File: src/rtl/fetch_pkg.sv
// Shared types and constants for the instruction fetch controller.
// Imported by fetch_ctrl and fetch_slot.
package fetch_pkg;

    typedef enum logic [1:0] {
        IDLE,
        REQ,
        WAIT
    } state_t;

    localparam int unsigned INST_W = 32;
    localparam int unsigned PC_STEP = 4;
    localparam logic [31:0] DEFAULT_RESET_PC = 32'h0000_0000;

endpackage

File: src/rtl/fetch_slot.sv
// One-entry IF/ID output register.
// Flush beats load, and load beats consume.
module fetch_slot
    import fetch_pkg::*;
#(
    parameter int AW = 32
) (
    input  logic              clk,
    input  logic              rst,
    input  logic              load,
    input  logic              take,
    input  logic              flush,
    input  logic [INST_W-1:0] load_inst,
    input  logic [AW-1:0]     load_pc,
    output logic              valid,
    output logic [INST_W-1:0] inst,
    output logic [AW-1:0]     pc,
    output logic [AW-1:0]     pc4
);

    always_ff @(posedge clk) begin
        if (rst) begin
            valid <= 1'b0;
            inst  <= '0;
            pc    <= '0;
            pc4   <= '0;
        end else if (flush) begin
            valid <= 1'b0;
        end else if (load) begin
            valid <= 1'b1;
            inst  <= load_inst;
            pc    <= load_pc;
            pc4   <= load_pc + AW'(PC_STEP);
        end else if (take && valid) begin
            valid <= 1'b0;
        end
    end

endmodule

File: src/rtl/fetch_ctrl.sv
// Instruction fetch sequencer: owns the PC, issues one imem request
// at a time and kills responses made stale by a redirect.
module fetch_ctrl
    import fetch_pkg::*;
#(
    parameter logic [31:0] RESET_PC = DEFAULT_RESET_PC,
    parameter int          AW       = 32
) (
    input  logic              clk,
    input  logic              rst,
    input  logic              redirect_valid,
    input  logic [AW-1:0]     redirect_pc,
    input  logic              id_ready,
    output logic              imem_req,
    output logic [AW-1:0]     imem_addr,
    input  logic              imem_gnt,
    input  logic              imem_rvalid,
    input  logic [INST_W-1:0] imem_rdata,
    output logic              if_valid,
    output logic [INST_W-1:0] if_inst,
    output logic [AW-1:0]     if_pc,
    output logic [AW-1:0]     if_pc4
);

    state_t        state;
    state_t        state_n;
    logic [AW-1:0] pc;
    logic [AW-1:0] pc_n;
    logic [AW-1:0] req_addr;
    logic [AW-1:0] req_addr_n;
    logic          kill;
    logic          kill_n;
    logic          load;
    logic [AW-1:0] tgt;

    assign tgt = redirect_pc & ~AW'(3);

    always_ff @(posedge clk) begin
        if (rst) begin
            state    <= IDLE;
            pc       <= AW'(RESET_PC);
            req_addr <= '0;
            kill     <= 1'b0;
        end else begin
            state    <= state_n;
            pc       <= pc_n;
            req_addr <= req_addr_n;
            kill     <= kill_n;
        end
    end

    always_comb begin
        state_n    = state;
        pc_n       = pc;
        req_addr_n = req_addr;
        kill_n     = kill;
        load       = 1'b0;
        imem_req   = 1'b0;
        imem_addr  = '0;
        unique case (state)
            IDLE: begin
                if (!if_valid || id_ready) begin
                    state_n    = REQ;
                    req_addr_n = redirect_valid ? tgt : pc;
                end
            end
            REQ: begin
                imem_req  = 1'b1;
                imem_addr = req_addr;
                if (imem_gnt) begin
                    state_n = WAIT;
                end
            end
            WAIT: begin
                if (imem_rvalid) begin
                    state_n = IDLE;
                    kill_n  = 1'b0;
                    if (!kill && !redirect_valid) begin
                        load = 1'b1;
                        pc_n = req_addr + AW'(PC_STEP);
                    end
                end
            end
            default: state_n = IDLE;
        endcase
        // A response still owed by memory must be dropped on arrival.
        if (redirect_valid) begin
            pc_n = tgt;
            if (state == REQ || (state == WAIT && !imem_rvalid)) begin
                kill_n = 1'b1;
            end
        end
    end

    fetch_slot #(
        .AW(AW)
    ) u_slot (
        .clk      (clk),
        .rst      (rst),
        .load     (load),
        .take     (id_ready),
        .flush    (redirect_valid),
        .load_inst(imem_rdata),
        .load_pc  (req_addr),
        .valid    (if_valid),
        .inst     (if_inst),
        .pc       (if_pc),
        .pc4      (if_pc4)
    );

endmodule

File: config.mk
export PLATFORM = sky130hd
export DESIGN_NAME = fetch_ctrl
export DESIGN_NICKNAME = d
export VERILOG_FILES = /design/src/rtl/fetch_pkg.sv /design/src/rtl/fetch_slot.sv /design/src/rtl/fetch_ctrl.sv
export SDC_FILE = /design/constraint.sdc
export NUM_CORES = 1
export LEC_CHECK = 0
export ABC_AREA = 1
export CORE_ASPECT_RATIO = 2
export CORE_MARGIN = 1.5
export CORE_UTILIZATION = 50
export DETAILED_ROUTE_END_ITERATION = 8
export PLACE_DENSITY = 0.82
export SLEW_MARGIN = 30
export SYNTH_ARGS = -nofsm -noshare
export SYNTH_HDL_FRONTEND = slang
export SYNTH_HIERARCHICAL = 1
export SYNTH_SLANG_ARGS = --single-unit
export TNS_END_PERCENT = 5
File: constraint.sdc
create_clock -name clk -period 2.1 [get_ports clk]
set_input_delay 0.21 -clock clk [delete_from_list [all_inputs] [get_ports clk]]
set_output_delay 0.21 -clock clk [all_outputs]
set_load 0.01 [all_outputs]
==> metrics.md <==
| Metric | Value |
|---|---|
| Status | `finished, final reports clean` |
| Site Rows | `65` |
| PD cells | `just under 700 mW/mm^2` |
| P_int | `~5.5 mW` |
| Clk pin slew, worst setup/hold paths | `0.06 ns` |
| Slowest CP cell | `dfxtp_2` |
| Clk root buf | `clkbuf_16` |
| Sw frac | `0.264` |
| Fin nets | `roughly 1,500` |
| Core area | `0.0158 sq mm` |
| Worst setup EP type | `flop` |
| Max Freq | `a little over 500 MHz` |
| GR Overflow Total | `0` |
| First-pass GRT wire length | `40,300 um` |
| Combinational power share | `0.107` |
| Share of power burned in registers | `0.449` |
| Routed WL | `about 26,000 um` |
| Clock share of power | `0.444` |
| Initial antenna violation count | `0` |
| Yosys reg bits | `~160` |
| Post-CTS Setup Inserts | `0` |
| Non-Filler Instances | `1,625` |
| PortBufs | `around 200` |
| Via count | `a little under 9,000` |
| CTS Buf Count | `17` |
| WL per Instance | `15.8 um` |
| Clk_lat worst skew | `0.43 ns` |
| Critical Path Max Stage Delay | `about 0.37 ns` |
| # diodes | `0` |
| RR Endpoint | `u_slot/pc4[31]$_SDFFE_PP0P_` |
| NetSw | `a little under 2 mW` |
| CTS max path bufs | `2` |
| Arr. time, crit path | `2.29 ns` |
| Period minus WS final | `1.93 ns` |
| CP top delay family | `simple AND/OR/NAND/NOR gates` |
| Worst-margin pin slew | `between 0.4 and 0.5 ns` |
| Drt pass-1 iters | `5` |
| Final worst-path cycle share | `0.920` |
| R2R cell count | `11` |
| Most frequent cells in the layout | `nand2_1, nor2_1, clkdlybuf4s50_1` |
| Hold Crit Depth | `2` |
| Syn Inst Count | `around 1,200` |
| RePlAce Congestion | `0.937` |
| Mapped cell area | `0.00810 sq mm` |
| WS Path Type | `reg2reg` |
| Die Y-Extent | `183 um` |
| Worst setup SP type | `flop` |
| Worst hold slack | `between 0.15 and 0.2 ns` |
| Number of global-route vias before repair | `approximately 8,600` |
| H-tree levels | `4` |
| Die width | `93 um` |
| Worst Hold Endpoint | `kill$_SDFF_PP0_` |
| Slew HR | `0.667` |
| Final hold viol count | `0` |
| Hold_buf cts | `0` |
| Net Count, Synth | `about 1,300` |
| Max-slew violations | `0` |
| CTS Sinks | `around 160` |
| Pwr Total | `about 7.5 mW` |
| Req. time, crit path | `about 2.5 ns` |
| Drt drc | `0` |
| # setup viols final | `0` |
| Number of instances in the placed design | `between 1,500 and 2,000` |
| Full die area | `~0.017 sq mm` |
| Worst Hold Class | `in2reg` |
| Initial DRC count | `697` |
| Hold_sp | `rst` |
| Pleak | `roughly 4.6 nW` |
| Number of I/O pins | `200` |
| Commonest non-fill, non-tap cell in the layout | `nand2_1` |
| Crit path buffers/inverters | `3` |
| Pin count of the biggest net entering global routing | `81` |
| FF-to-FF setup slack | `~0.17 ns` |
| Final TNS setup | `0 ns` |
| Seq/Total Area, Yosys | `0.400` |
| Final HPWL DP | `18,500 um` |
| Layout Skew | `about 0.011 ns` |
| Maximum vdd drop | `0.521 mV` |
| CTS tree | `built` |
| Critical-path cell list | `inv_2 -> nor2_4 -> nand3b_4 -> nor2_8 -> inv_1 -> nor2_4 -> buf_12 -> nand2_1 -> a21oi_1 -> nor2_1 -> nor2_1` |
| Antenna Violating Nets Remaining | `0` |
| Post-layout worst setup margin | `0.169 ns` |
| CP max FO | `80` |
| Worst r2r src | `state[1]$_SDFFE_PP0P_` |
| Initial Util | `0.513` |
| Area Overhead vs Synth | `33.4%` |
| Routed vias/inst | `between 5 and 6` |
| Distinct cells, synth | `38` |
| Worst setup slack after placement | `-0.0279 ns` |
| GRT Total Usage | `0.302` |
| Yosys warning count | `6` |
| Max-cap check violation count | `0` |
| Unrepaired setup endpoints after global routing | `false` |
| Mapped Avg Cell Area | `about 6.6 sq um` |
| Layout cells sized above 1 | `0.0716` |
## synth_stat cells (all sizes together)
cell         instances  area [sq um]
ha                   2          25.0
o21bai               1          7.51
nand3b               1          20.0
and2                 2          12.5
nand3               80           400
o211ai               4          40.0
dfxtp              162          3240
clkbuf              22          82.6
a21oi               84           428
a22oi                2          15.0
o21ai               88           440
nor2               255          1100
buf                 37           240
a211oi              13          97.6
xnor2                1          8.76
a31oi               25           156
nor3                 6          41.3
nand2              328          1260
xor2                 2          17.5
inv                109           412
clkinv               2          7.51
nand4                5          31.3
dlygate4sd1          1          8.76
## worst max path at each step
stage	start	endpoint	cells after the start
final	state[1]$_SDFFE_PP0P_	u_slot/pc4[31]$_SDFFE_PP0P_	11
after detailed placement	imem_rvalid	u_slot/pc4[31]$_SDFFE_PP0P_	10
after global placement	imem_rvalid	u_slot/pc4[21]$_SDFFE_PP0P_	10
after floorplan	state[1]$_SDFFE_PP0P_	u_slot/pc4[29]$_SDFFE_PP0P_	14
after CTS	state[1]$_SDFFE_PP0P_	u_slot/pc4[31]$_SDFFE_PP0P_	11
after global routing	state[1]$_SDFFE_PP0P_	u_slot/pc4[14]$_SDFFE_PP0P_	13
## repair_timing
| action | 4_1_cts | 5_1_grt |
|---|---|---|
| setup endpoints to repair | 32 | 3 |
| pin swaps | 0 | 0 |
| resized for setup | 34 | 2 |
## flip-flops by register name, summed over array words and instances, names as in the netlist
signal,count
u_slot/pc,32
u_slot/valid,1
req_addr,32
state,2
u_slot/pc4,30
u_slot/inst,32
pc,32
kill,1
## power groups by stage
| stage | clock network (mW) | registers, mW | logic [mW] |
|---|---|---|---|
| 2_1_floorplan | 0 | 3.37 | 0.449 |
| 3_3_place_gp | 0 | 3.42 | 0.800 |
| 3_5_place_dp | 0 | 3.43 | 0.816 |
| 4_1_cts | 3.36 | 3.36 | 0.801 |
| 5_1_grt | 3.50 | 3.39 | 0.886 |
| 6_report | 3.33 | 3.37 | 0.805 |
## logic make-up (layout without fill, tap and decap cells)
| kind of cell | count (synthesis) | in the layout | synth area share |
|---|---|---|---|
| buffers and inverters | 171 | 363 | 0.0927 |
| adder cells (fa/ha/maj) | 2 | 2 | 0.00309 |
| AND/OR/NAND/NOR | 677 | 677 | 0.354 |
| AO/OA/AOI/OAI | 217 | 217 | 0.146 |
| XOR/XNOR | 3 | 3 | 0.00324 |
| flip-flops | 162 | 162 | 0.400 |
## layer usage
| metal | share of wire | GRT usage |
|---|---|---|
| met5 | 0 | 0 |
| met3 | 0.061 | 0.0551 |
| met4 | 0.072 | 0.225 |
| met1 | 0.35 | 0.297 |
| met2 | 0.52 | 0.546 |
## through the flow
stage	area, sq um	util
after floorplan	8100	-
after global placement	10200	0.647
after detailed placement	10200	0.647
after CTS	10800	0.685
after global routing	10800	0.685
final	10800	0.685
## area by class of cell
class / instances / area [sq um]
multi-input combinational: 899 / 4110
sequential: 162 / 3250
clock buffer: 18 / 429
timing repair buffer: 220 / 2150
tap: 201 / 251
inverter: 111 / 419
clock inverter: 14 / 201
fill: 1373 / 4970
No activity file was read; power rests on OpenSTA's default activity.
